File: src/rtl/dlatch_bank_ctrl.sv
// rtl/dlatch_bank_ctrl.sv - write/clear sequencer and round-robin arbiter for a bank of reset-able D latches
module dlatch_bank_ctrl #(
  parameter  int WIRE  = 8,
  parameter  int DEPTH = 4,
  parameter  int REQ   = 2,
  localparam int AW    = (DEPTH > 1) ? $clog2(DEPTH) : 1
) (
  input  logic                clk,
  input  logic                rst,
  input  logic [REQ-1:0]      req,
  input  logic [REQ*AW-1:0]   addr,
  input  logic [REQ*WIRE-1:0] wdata,
  input  logic                clr,
  output logic [REQ-1:0]      gnt,
  output logic                err,
  output logic                clr_done,
  output logic                busy,
  output logic [WIRE-1:0]     lat_data,
  output logic [DEPTH-1:0]    lat_en,
  output logic                lat_rst
);

  localparam int PW = (REQ > 1) ? $clog2(REQ) : 1;
  localparam logic [AW:0] DEPTH_W = (AW + 1)'(DEPTH);

  typedef enum logic [2:0] {IDLE, SETUP, OPEN, HOLD, CLR} state_t;

  state_t            state_q, state_d;
  logic [PW-1:0]     rr_q, rr_d;
  logic [PW-1:0]     winner_q, winner_d;
  logic [AW-1:0]     addr_q, addr_d;
  logic [WIRE-1:0]   wdata_q, wdata_d;
  logic [REQ-1:0]    gnt_q, gnt_d;
  logic              err_q, err_d;
  logic              clr_done_q, clr_done_d;
  logic              busy_q, busy_d;
  logic [WIRE-1:0]   lat_data_q, lat_data_d;
  logic [DEPTH-1:0]  lat_en_q, lat_en_d;
  logic              lat_rst_q, lat_rst_d;

  logic              found;
  logic [PW-1:0]     pick;
  int                idx;

  // Next state, arbitration and capture of the winning requester's slice
  always_comb begin
    state_d  = state_q;
    rr_d     = rr_q;
    winner_d = winner_q;
    addr_d   = addr_q;
    wdata_d  = wdata_q;
    found    = 1'b0;
    pick     = rr_q;
    idx      = 0;
    for (int k = 0; k < REQ; k++) begin
      idx = int'(rr_q) + k;
      if (idx >= REQ) idx = idx - REQ;
      if (!found && req[idx]) begin
        found = 1'b1;
        pick  = PW'(idx);
      end
    end
    case (state_q)
      IDLE: begin
        if (clr) begin
          state_d = CLR;
        end else if (found) begin
          state_d  = SETUP;
          winner_d = pick;
          addr_d   = addr[int'(pick)*AW +: AW];
          wdata_d  = wdata[int'(pick)*WIRE +: WIRE];
        end
      end
      SETUP: state_d = OPEN;
      OPEN:  state_d = HOLD;
      HOLD: begin
        state_d = IDLE;
        rr_d    = (int'(winner_q) == REQ - 1) ? '0 : PW'(int'(winner_q) + 1);
      end
      CLR:     state_d = IDLE;
      default: state_d = IDLE;
    endcase
  end

  // Outputs are decoded from the upcoming state so every port is a flop
  always_comb begin
    gnt_d      = '0;
    err_d      = 1'b0;
    clr_done_d = 1'b0;
    lat_rst_d  = 1'b0;
    lat_en_d   = '0;
    lat_data_d = lat_data_q;
    busy_d     = (state_d != IDLE);
    case (state_d)
      SETUP: lat_data_d = wdata_d;
      OPEN: begin
        for (int i = 0; i < DEPTH; i++) lat_en_d[i] = (addr_q == AW'(i));
      end
      HOLD: begin
        for (int i = 0; i < REQ; i++) gnt_d[i] = (winner_q == PW'(i));
        err_d = ({1'b0, addr_q} >= DEPTH_W);
      end
      CLR: begin
        lat_rst_d  = 1'b1;
        clr_done_d = 1'b1;
      end
      default: ;
    endcase
  end

  always_ff @(posedge clk) begin
    if (rst) begin
      state_q    <= IDLE;
      rr_q       <= '0;
      winner_q   <= '0;
      addr_q     <= '0;
      wdata_q    <= '0;
      gnt_q      <= '0;
      err_q      <= 1'b0;
      clr_done_q <= 1'b0;
      busy_q     <= 1'b0;
      lat_data_q <= '0;
      lat_en_q   <= '0;
      lat_rst_q  <= 1'b1;
    end else begin
      state_q    <= state_d;
      rr_q       <= rr_d;
      winner_q   <= winner_d;
      addr_q     <= addr_d;
      wdata_q    <= wdata_d;
      gnt_q      <= gnt_d;
      err_q      <= err_d;
      clr_done_q <= clr_done_d;
      busy_q     <= busy_d;
      lat_data_q <= lat_data_d;
      lat_en_q   <= lat_en_d;
      lat_rst_q  <= lat_rst_d;
    end
  end

  assign gnt      = gnt_q;
  assign err      = err_q;
  assign clr_done = clr_done_q;
  assign busy     = busy_q;
  assign lat_data = lat_data_q;
  assign lat_en   = lat_en_q;
  assign lat_rst  = lat_rst_q;

endmodule

File: config.mk
export PLATFORM = sky130hd
export DESIGN_NAME = dlatch_bank_ctrl
export DESIGN_NICKNAME = d
export VERILOG_FILES = /design/src/rtl/dlatch_bank_ctrl.sv
export SDC_FILE = /design/constraint.sdc
export NUM_CORES = 1
export LEC_CHECK = 0
export BUFFER_PORTS_ARGS = -buffer_cell sky130_fd_sc_hd__buf_2
export CELL_PAD_IN_SITES_DETAIL_PLACEMENT = 0
export CELL_PAD_IN_SITES_GLOBAL_PLACEMENT = 1
export CORE_MARGIN = 1
export CORE_UTILIZATION = 30
export DETAILED_ROUTE_END_ITERATION = 8
export PLACE_DENSITY_LB_ADDON = 0.1
export SETUP_SLACK_MARGIN = 0.3
export SLEW_MARGIN = 20
export SYNTH_ARGS = -nofsm -noshare
export SYNTH_HDL_FRONTEND = slang
export SYNTH_SLANG_ARGS = --single-unit
File: constraint.sdc
create_clock -name clk -period 1.21 [get_ports clk]
set_input_delay 0.121 -clock clk [delete_from_list [all_inputs] [get_ports clk]]
set_output_delay 0.121 -clock clk [all_outputs]
set_load 0.005 [all_outputs]
-- After elaboration in Yosys (flattened, before gate mapping)
Index checks and enable logic that the tools add are counted.
- bits in registers: 32
- input port bits: 25
- output and inout bits: 18
- logic and storage cells: 63
- $add $sub $neg: 4
- order comparisons: 4
- equality and inequality tests: 10
- shifts and indexed selects: 2
- mux-type cells: 20
- bitwise operators: 4
- reduce and logical (&&, ||, !) cells: 8
- operators by type and width (cell ; number):
    32-bit by 3-bit less-than comparator with 1-bit output, second input constant ; 2
    32-bit two-way mux ; 2
    8-bit two-way mux ; 3
    16-bit by 5-bit indexed part select with 8-bit output ; 1
    3-bit by 2-bit equality test with 1-bit output, second input constant ; 4
    1-bit two-way mux ; 12
    3-bit case mux with 3 select lines ; 1
    3-bit by 1-bit equality test with 1-bit output, second input constant ; 2
    3-bit two-way mux ; 2
    2-bit equality test, second input constant ; 2
    1-bit NOT ; 4
    2-bit OR reduction ; 2
    4-bit by 3-bit indexed part select with 2-bit output ; 1
    3-bit equality test, second input constant ; 1
    3-bit logical NOT ; 1
    3-bit AND reduction ; 1
    3-bit nonzero test ; 1
    1-bit by 2-bit subtractor with 3-bit output, second input constant ; 1
    2-bit by 2-bit subtractor with 3-bit output, second input constant ; 1
    1-bit by 1-bit adder with 2-bit output, second input constant ; 1
    2-bit by 1-bit equality test with 1-bit output, second input constant ; 1
    1-bit by 2-bit >= comparator with 1-bit output, second input constant ; 1
    2-bit >= comparator, second input constant ; 1
    2-bit logical NOT ; 1
    3 further kinds ; 3

-- Logic depth before layout (Yosys ltp)
Gate-level depths: netlist of run 1.
- depth in word-level cells: 15
- mapped depth: 7
- depth with buffers taken out: 4

-- Least setup slack after synthesis of run 1
Ideal clock, no wire load.
- kind: register -> register
- start point: register state_q[0]
- end point: register lat_data_q[1], in the netlist lat_data[1]
- setup time: 0.126 ns
- data arrival time: 1.130 ns
- required time: 1.084 ns
- path slack: -0.046 ns
- cell stages (with the launch flop): 7
- buffers on the path: 2
- clock period less this slack: 1.256 ns
- cells stage by stage: dfxtp_1 > buf_2 > nor3_4 > nand2_1 > buf_2 > a211oi_1 > nor3_1
- word-level cells in the longest chain between the ends: 4
- elaborated cells between the ends (all ways): 8
- those cells by class: 3 x eq/ne; 4 x mux; 1 x reduce/logical
- ends and longest elaborated chain (element ; line ; source):
    start, declared ; 28 ; state_t state_q, state_d;
    start signal, assigned ; 126 ; state_q <= state_d;
    3-bit two-way mux ; 67 ; end else if (found) begin
    3-bit two-way mux ; 65 ; if (clr) begin
    3-bit case mux with 3 select lines ; 63 ; case (state_q)
    3-bit by 1-bit equality test with 1-bit output ; 94 ; case (state_d)
    end signal, assigned ; 135 ; lat_data_q <= lat_data_d;
    end, declared ; 37 ; logic [WIRE-1:0] lat_data_q, lat_data_d;
Parallel ways exist; a longest one is shown, timed or not.
A chain may end at the register's enable or synchronous reset.

-- Final worst setup path of run 1
- start point: register state_q[0]
- end point: register addr_q[1]
- word-level cells in the longest chain between the ends: 2
- ends and longest elaborated chain (element ; line ; source):
    3-bit logical NOT ; 63 ;
    3-bit AND reduction (no source line) ; -- ;
    end signal, assigned ; 129 ; addr_q <= addr_d;
    end, declared ; 31 ; logic [AW-1:0] addr_q, addr_d;
Every way passes these cells.

==> impl_results.md, run 1 <==
* Status: finished, final reports clean
* RSZ-0062 raised after global routing: yes
* Post-Synthesis Mean Instance Area at 9.12 um^2
* Routed Antenna Nets at 0
* PortBufs at 41
* Clock Latency Late Sink at 270 ps
* Syn Std Cell Area at 1100 um^2
* Grt total ovfl at 0
* Final instance area at 1720 um^2
* Via density at 4.76
* FILL cells at 351
* Starting DRC count in detailed routing at 30
* Initial core utilization at 32.1%
* Clock root cell: clkbuf_8
* Crit end category: register
* Clk sinks at 24
* YS warnings at 0
* Net count, final at 201
* IR Drop Worst-Case VDD at 0.593 mV
* Fmax at 830 MHz
* CTS tree: done
* Hold path depth at 3
* Initial antenna violation count at 0
* HPWL Detailed at 2110 um
* Critical path type: register to register
* Register area share after synthesis at 43.5%
* Reg2reg path depth at 6
* Post-route setup TNS at 0 ps
* Synth-to-Final Area Change at 56.2%
* Core Footprint at 3440 um^2
* Critical path data required time at 1360 ps
* WL per Instance at 12.9 um
* Yosys cell types at 36
* Final setup fails at 0
* Leakage at 0.849 nW
* Total GRT Usage at 14.9%
* Die span in y at 62.7 um
* R2R setup slack at 5 ps
* Max FO, Critical Path at 5
* Die Area at 3930 um^2
* Critical path arrival at 1360 ps
* Placed Area at 1470 um^2
* Layout cell share with drive strength beyond 1 at 57.1%
* Ports at 43
* PD cells at 1230 nW/um^2
* Vias at 1,053
* Period minus WS final at 1200 ps
* Synthesized flop and latch total at 24
* Pin count of the biggest net entering global routing at 15
* Syn Inst Count at 121
* # diodes at 0
* Max Buffers Root-to-Sink at 2
* Remaining DRCs at 0
* RR Startpoint: state_q[0]
* Vias in the first global route at 1,030
* Clock Skew at 4.66 ps
* Synth Net Count at 146
* Final period util at 99.6%
* Final Wtd Congestion at 0.693
* Startpoint types: register
* Final Hold Fails at 0
* Hold Crit Endpoint: lat_data[1]
* Final Max Slew Viols at 0
* Worst Hold Class: primary input to register
* Inserted Clock Buffers at 3
* End of the worst register-to-register path: addr_q[1]
* Hold path start: wdata[1]
* H-tree depth at 1
* Detailed-route wire length at 2850 um
* Pre-antenna DRT Iters at 2
* First-pass GRT wire length at 4670 um
* Die width at 62.7 um
* Clock slew at reported path FFs at 90 ps
* Max cap viols at 0
* Row cnt at 21
[cell usage after synthesis]
cell	instances	share of area, %
and2b_2	1	0.79
buf_4	4	2.7
buf_2	2	0.91
nor4b_1	1	0.79
and3b_1	2	1.6
a211o_1	2	1.6
nor2_1	12	4.1
buf_6	2	2.0
and2_1	1	0.57
o31ai_1	1	0.68
inv_1	4	1.4
a211oi_1	8	5.4
and3_1	2	1.1
nor3b_1	2	1.4
o21ba_2	1	0.91
a211oi_2	1	1.1
a21oi_1	5	2.3
o21a_1	1	0.68
dfxtp_1	24	44
or3_1	1	0.57
nand2b_1	2	1.1
xnor2_1	1	0.79
nand2_1	8	2.7
o21ai_0	1	0.45
a2bb2oi_1	1	0.79
nor3_1	11	5.0
clkbuf_1	5	1.7
nand3b_1	1	0.68
a21o_1	1	0.68
and2b_1	1	0.68
o211a_1	7	6.3
conb_1	1	0.34
or2b_2	1	0.79
o21ai_4	1	1.5
nor3_4	1	1.5
o2111ai_1	1	0.79
[through the flow]
step           cells  power (mW)  setup slack [ps]  utilization (%)  hold WS [ps]
2_1_floorplan    121        1.16              76.9                -           231
3_3_place_gp     211        1.31             -49.4             42.7           415
3_5_place_dp     211        1.31             -47.8             42.7           409
4_1_cts          219        2.08              11.8             47.7           150
5_1_grt          221        2.22             -55.5             50.1           169
6_report         221        2.11              5.38             50.1           133
[per-layer routing]
metal  vias to the layer above  global-route usage [%]  wire (um)
li1                        531                       -          -
met5                         -                       0          0
met1                       491                    20.4       1400
met4                         0                    4.36         24
met3                         3                    3.10        140
met2                        28                    23.5       1290
[worst max path at each step]
stage / startpoint / slack [ps] / endpoint / cells after the start
global route: state_q[0] / -60 / addr_q[1] / 6
finish: state_q[0] / 5 / addr_q[1] / 6
detailed placement: req[0] / -50 / addr_q[1] / 6
global placement: req[0] / -50 / addr_q[1] / 6
CTS: state_q[0] / 10 / lat_data[0] / 5
floorplan: state_q[0] / 80 / lat_data[1] / 6
[layout by cell type, fill, tap and decap left out, types with 2 or more instances in the layout]
cell type,instances
buf_2,41
dfxtp_1,20
nor2_1,11
buf_4,11
buf_6,8
o211a_1,7
a211oi_2,7
nor3_1,6
nor3_2,4
nand2_1,4
inv_1,4
a21oi_2,3
clkbuf_8,3
nor3_4,2
and3b_1,2
nand2_4,2
a21oi_1,2
nand2b_1,2
and3_1,2
a211oi_1,2
a211o_1,2
nand2_2,2
buf_12,2
dfxtp_2,2
dfxtp_4,2
[flip-flops by register name, indices dropped and copies added, names as in the netlist]
register / cells
busy: 1
clr_done: 1
winner_q: 1
lat_rst: 1
addr_q: 2
lat_data: 8
gnt: 2
lat_en: 4
state_q: 3
rr_q: 1
[cell type report]
type / count / area [um^2] / share of cell area, %
Clock buffer: 3 / 41.3 / 2.39
Clock inverter: 1 / 30.0 / 1.74
Inverter: 4 / 15.0 / 0.871
Multi-Input combinational cell: 80 / 657 / 38.1
Sequential cell: 24 / 490 / 28.4
Tap cell: 46 / 57.6 / 3.34
Timing Repair Buffer: 63 / 433 / 25.1
[critical path: stages (launching register included)]
cell	delay (ps)
dfxtp_4	370
nor3_4	260
nand2_4	110
buf_12	150
buf_6	110
nand2_2	60
a21oi_2	40
[timing repair]
item,CTS,global route
hold buffers,0,0
setup buffers,4,2
resized for setup,18,17
endpoints found under the setup margin,22,23
pin swaps,18,14
[power by group]
group	internal, mW	switching, mW
combinational	0.286	0.241
sequential	0.850	0.0399
clock	0.442	0.254
total	1.58	0.534
[cells by family after synthesis]
kind of cell,synth area share [%]
AO/OA/AOI/OAI,23.2
other,0.340
AND/OR/NAND/NOR,23.4
XOR/XNOR,0.794
flip-flops,43.5
buffers and inverters,8.73
Power figures use the tool's default switching activity.
==> inputs of run 2 (changes only) <==
==> constraint.sdc (replaced) <==
create_clock -name clk -period 1.21 [get_ports clk]
set_input_delay 0.0605 -clock clk [delete_from_list [all_inputs] [get_ports clk]]
set_output_delay 0.0605 -clock clk [all_outputs]
set_load 0.005 [all_outputs]
==> impl_results.md, run 2 (synthesized netlist as in run 1, its figures left out) <==
* Final period util at 100% (was 99.6%)
* P_sw at 0.540 mW (was 0.534 mW)
* Initial antenna violation count at 0 (unchanged)
* R2R setup slack at -3 ps (was 5 ps)
* Critical path arrival at 1380 ps (was 1360 ps)
* Crit end category: register (unchanged)
* Clock Skew at 7.24 ps (was 4.66 ps)
* Die span in y at 62.7 um (unchanged)
* Comb power frac at 26.8% (was 24.9%)
* Placed Area at 1440 um^2 (was 1470 um^2)
* Design Power at 1.96 mW (was 2.11 mW)
* Remaining DRCs at 0 (unchanged)
* # diodes at 0 (unchanged)
* Final instance area at 1710 um^2 (was 1720 um^2)
* Clock slew at reported path FFs at 90 ps (about the same)
* HPWL Detailed at 2010 um (was 2110 um)
* Vias in the first global route at 1,063 (was 1,030)
* CTS tree: done (unchanged)
* PortBufs at 41 (unchanged)
* Clk sinks at 24 (unchanged)
* Startpoint types: register (unchanged)
* IR Drop Worst-Case VDD at 0.626 mV (was 0.593 mV)
* Clock network power share at 27.8% (was 32.9%)
* Inserted Clock Buffers at 3 (unchanged)
* Final setup fails at 1 (was 0)
* Period minus WS final at 1210 ps (was 1200 ps)
* Starting DRC count in detailed routing at 20 (was 30)
* Pre-antenna DRT Iters at 4 (was 2)
* Violated checks: setup timing
* Final Wtd Congestion at 0.730 (was 0.693)
* Clock root cell: clkbuf_8 (unchanged)
* RSZ-0062 raised after global routing: yes (unchanged)
* Post-Place Cells at 208 (was 211)
* Grt total ovfl at 0 (unchanged)
* Ports at 43 (unchanged)
* Status: finished with violations (was finished, final reports clean)
* Max reg flops at 8 (unchanged)
* Internal Power at 1.42 mW (was 1.58 mW)
* Die width at 62.7 um (unchanged)
* H-tree depth at 1 (unchanged)
* Most common cell after layout, fill and taps aside: buf_2 (unchanged)
* PD cells at 1150 nW/um^2 (was 1230 nW/um^2)
* Routed Antenna Nets at 0 (unchanged)
* Core Footprint at 3440 um^2 (unchanged)
* Vias at 1,045 (was 1,053)
* Critical path data required time at 1380 ps (was 1360 ps)
* Fin cells at 222 (was 221)
* Max Buffers Root-to-Sink at 2 (unchanged)
* Net count, final at 202 (was 201)
* Initial core utilization at 32.1% (unchanged)
* Reg power frac at 45.4% (was 42.1%)
* Synth-to-Final Area Change at 54.6% (was 56.2%)
* Die Area at 3930 um^2 (unchanged)
* Row cnt at 21 (unchanged)
* Via density at 4.71 (was 4.76)
* Fmax at 825 MHz (was 830 MHz)
* Leakage at 0.834 nW (was 0.849 nW)
* Worst Hold Class: primary input to register (unchanged)
* Final Max Slew Viols at 0 (unchanged)
* Max FO, Critical Path at 6 (was 5)
* Pin count of the biggest net entering global routing at 14 (was 15)
* First-pass GRT wire length at 4870 um (was 4670 um)
* Final Hold Fails at 0 (unchanged)
* Critical path type: register to register (unchanged)
* Layout cell share with drive strength beyond 1 at 56.8% (was 57.1%)
* Switching share of power at 27.6% (was 25.3%)
* Final Worst Setup Slack at -2.60 ps (was 5.38 ps)
* Total GRT Usage at 15.9% (was 14.9%)
* Max cap viols at 0 (unchanged)
* Commonest cells after routing, fill and taps aside: 41 x buf_2, 20 x dfxtp_1, 11 x buf_4 (was 41 x buf_2, 20 x dfxtp_1, 11 x nor2_1, 11 x buf_4, 8 x buf_6)
* Clock Latency Late Sink at 270 ps (about the same)
* Detailed-route wire length at 2970 um (was 2850 um)
* WL per Instance at 13.4 um (was 12.9 um)
[run 2: changes by cell type in the layout (fill, tap and decap cells not counted), moves of 2 or more]
cell / change
a21oi_1: +3
a21oi_2: -3
nand2_1: +2
nor2_1: -2
nor2_2: +2
[run 2: final cells by class]
cell class	instances	area, um^2
multi-input combinational	82	677
fill	331	1740
clock buffer	4	55.1
sequential	24	493
tap	46	57.6
inverter	4	15.0
timing repair buffer	62	409
[run 2: final timing paths]
check                                 start     endpoint  depth (start not counted)
worst max-delay path             state_q[0]  lat_data[0]                          5
worst min-delay path               wdata[6]  lat_data[6]                          3
worst max register to register   state_q[0]  lat_data[0]                          5
worst min register to register  lat_data[7]  lat_data[7]                          2
[run 2: worst max-delay path, stage by stage (launching register included)]
cell      delay [ps]
dfxtp_4          360
nor3_4           270
buf_4            170
nand2_4           80
a211oi_2         160
nor3_1            70
[run 2: routing by layer]
layer / share of wire (%) / GRT usage [%]
met1: 50 / 21.7
met2: 44 / 24.0
met3: 4.1 / 2.74
met4: 1.9 / 7.85
met5: 0 / 0
[run 2: metrics by stage]
step / setup WS (ps) / hold WS (ps) / setup TNS (ps) / utilization (%)
2_1_floorplan: 77.3 / 171 / 0 / -
3_3_place_gp: -11.3 / 328 / -19.7 / 41.7
3_5_place_dp: -47.1 / 328 / -66.0 / 41.7
4_1_cts: 19.8 / 57.1 / 0 / 46.5
5_1_grt: -99.4 / 101 / -818 / 49.6
6_report: -2.60 / 69.6 / -2.60 / 49.6
[run 2: what timing repair did]
action / in CTS / in global routing
gates resized for setup: 15 / 21
hold buffers: 0 / 0
cloned: 2 / 0
buffers inserted: 6 / 2
endpoints found under the setup margin: 22 / 23
pin swaps: 2 / 9
[run 2: power by group through the flow]
stage / clock [mW] / combinational [mW] / sequential, mW
2_1_floorplan: 0 / 0.254 / 0.908
3_3_place_gp: 0 / 0.382 / 0.906
3_5_place_dp: 0 / 0.385 / 0.907
4_1_cts: 0.564 / 0.464 / 0.888
5_1_grt: 0.588 / 0.578 / 0.898
6_report: 0.545 / 0.525 / 0.889
==> inputs of run 3 (changes only) <==
--- a/config.mk
+++ b/config.mk
@@ -9,8 +9,9 @@
 export CELL_PAD_IN_SITES_DETAIL_PLACEMENT = 0
 export CELL_PAD_IN_SITES_GLOBAL_PLACEMENT = 1
 export CORE_MARGIN = 1
-export CORE_UTILIZATION = 30
+export CORE_UTILIZATION = 34
 export DETAILED_ROUTE_END_ITERATION = 8
+export GPL_ROUTABILITY_DRIVEN = 0
 export PLACE_DENSITY_LB_ADDON = 0.1
 export SETUP_SLACK_MARGIN = 0.3
 export SLEW_MARGIN = 20
==> constraint.sdc (replaced) <==
create_clock -name clk -period 1.3 [get_ports clk]
set_input_delay 0.065 -clock clk [delete_from_list [all_inputs] [get_ports clk]]
set_output_delay 0.065 -clock clk [all_outputs]
set_load 0.005 [all_outputs]
==> impl_results.md, run 3 (synthesized netlist as in run 1, its figures left out) <==
* Critical path arrival at 1460 ps (was 1380 ps)
* Hold path start: clr (was wdata[6])
* Hold Crit Endpoint: lat_rst (was lat_data[6])
* End of the worst register-to-register path: addr_q[1] (was lat_data[0])
* Startpoint types: register (unchanged)
* Worst Hold Class: primary input to register (unchanged)
* Initial core utilization at 35.9% (was 32.1%)
* Final Hold Fails at 0 (unchanged)
* Fin cells at 210 (was 222)
* PD cells at 1160 nW/um^2 (was 1150 nW/um^2)
* Die width at 59.0 um (was 62.7 um)
* Critical path data required time at 1550 ps (was 1380 ps)
* Detailed-route wire length at 2700 um (was 2970 um)
* Leakage at 0.757 nW (was 0.834 nW)
* Critical path type: register to register (unchanged)
* Reg2reg path depth at 4 (was 5)
* Core Footprint at 3080 um^2 (was 3440 um^2)
* Met3 wire len at 109 um (was 123 um)
* Initial antenna violation count at 0 (unchanged)
* Max cap viols at 0 (unchanged)
* Cell count along the critical path at 4 (was 5)
* Via density at 4.86 (was 4.71)
* CP Cell Sequence: nor3_4 > nand2_4 > a211o_1 > a21oi_1 (was nor3_4 > buf_4 > nand2_4 > a211oi_2 > nor3_1)
* Starting DRC count in detailed routing at 18 (was 20)
* Buf/Inv on CP at 0 (was 1)
* Top sig layer: met4 (unchanged)
* PortBufs at 41 (unchanged)
* Final period util at 93.0% (was 100%)
* Top Family by Delay on Critical Path: simple AND/OR/NAND/NOR gates (unchanged)
* H-tree depth at 1 (unchanged)
* # diodes at 0 (unchanged)
* Max stage delay on crit path at 380 ps (was 360 ps)
* Pre-antenna DRT Iters at 4 (unchanged)
* Clock root cell: clkbuf_4 (was clkbuf_8)
* Max FO, Critical Path at 6 (unchanged)
* Hold path depth at 2 (was 3)
* Clock Latency Late Sink at 320 ps (was 270 ps)
* Vias in the first global route at 957 (was 1,063)
* Clock Skew at 6.26 ps (was 7.24 ps)
* Die span in y at 59.0 um (was 62.7 um)
* Routed Antenna Nets at 0 (unchanged)
* Inserted Clock Buffers at 3 (unchanged)
* Max Buffers Root-to-Sink at 2 (unchanged)
* RSZ-0062 raised after global routing: yes (unchanged)
* Grt total ovfl at 0 (unchanged)
* Crit end category: register (unchanged)
* Net count, final at 192 (was 202)
* Most common cell after layout, fill and taps aside: buf_2 (unchanged)
* Design Power at 1.77 mW (was 1.96 mW)
* Slowest-stage cell, CP: dfxtp_4 (unchanged)
* Row cnt at 20 (was 21)
* R2R setup slack at 90 ps (was -3 ps)
* Total GRT Usage at 16.7% (was 15.9%)
* Commonest cells after routing, fill and taps aside: 41 x buf_2, 20 x dfxtp_1, 11 x nor2_1 (was 41 x buf_2, 20 x dfxtp_1, 11 x buf_4)
* Clk sinks at 24 (unchanged)
* IR Drop Worst-Case VDD at 0.443 mV (was 0.626 mV)
* WL per Instance at 12.9 um (was 13.4 um)
* Layout cell share with drive strength beyond 1 at 50.0% (was 56.8%)
* Die Area at 3480 um^2 (was 3930 um^2)
* Ports at 43 (unchanged)
* CTS tree: done (unchanged)
* RR Startpoint: state_q[2] (was state_q[0])
* Clock slew at reported path FFs at 130 ps (was 90 ps)
* Period minus WS final at 1210 ps (about the same)
* Post-Place Cells at 195 (was 208)
* Final Max Slew Viols at 0 (unchanged)
* Pin count of the biggest net entering global routing at 18 (was 14)
* Final setup fails at 0 (was 1)
* Total length of routed met2 wires at 1270 um (was 1290 um)
* Status: finished, final reports clean (was finished with violations)
* Vias at 1,020 (was 1,045)
* HPWL Detailed at 1790 um (was 2010 um)
* Post-Route M1 WL at 1300 um (was 1500 um)
* Fmax at 828 MHz (was 825 MHz)
* Remaining DRCs at 0 (unchanged)
* Synth-to-Final Area Change at 39.0% (was 54.6%)
* Post-route setup TNS at 0 ps (was -2.60 ps)
* First-pass GRT wire length at 4370 um (was 4870 um)
* Max reg flops at 8 (unchanged)
-- run 3: metrics by stage --
step,util (%),hold WS [ps],cell area (um^2),setup slack (ps)
floorplan,-,175,1180,167
global placement,43.5,340,1340,17.3
detailed placement,43.5,344,1340,-6.69
CTS,48.5,0.162,1490,82.2
global route,49.8,6.03,1530,-5.11
finish,49.8,17.0,1530,91.6
-- run 3: final cells by class --
class                           count  area [um^2]
Timing Repair Buffer               52          299
Clock buffer                        3         22.5
Multi-Input combinational cell     82          622
Sequential cell                    24          490
Fill cell                         328         1540
Tap cell                           44         55.1
Clock inverter                      1         30.0
Inverter                            4         15.0
-- run 3: how the worst max path moves through the flow --
stage                    start     endpoint
floorplan           state_q[0]  lat_data[1]
global placement    state_q[0]    addr_q[0]
detailed placement  state_q[2]  lat_data[0]
CTS                 state_q[2]  lat_data[5]
global route        state_q[2]  lat_data[5]
finish              state_q[2]    addr_q[1]
-- run 3: layer usage --
metal	up-vias	global-route usage [%]
met5	-	0
met3	2	2.40
met4	0	6.12
li1	517	-
met2	23	26.8
met1	478	22.9
-- run 3: repair_timing --
action / in CTS / in global routing
gates cloned: 2 / 0
hold buffers: 0 / 0
pin swaps: 4 / 6
resized for setup: 11 / 8
setup endpoints to repair: 20 / 24
setup buffers: 8 / 1
-- run 3: where the power goes --
| group | leakage (nW) | total (mW) | internal, mW | switching, mW |
|---|---|---|---|---|
| registers | 0.199 | 0.831 | 0.791 | 0.0398 |
| logic | 0.530 | 0.400 | 0.204 | 0.196 |
| clock network | 0.0279 | 0.543 | 0.312 | 0.232 |
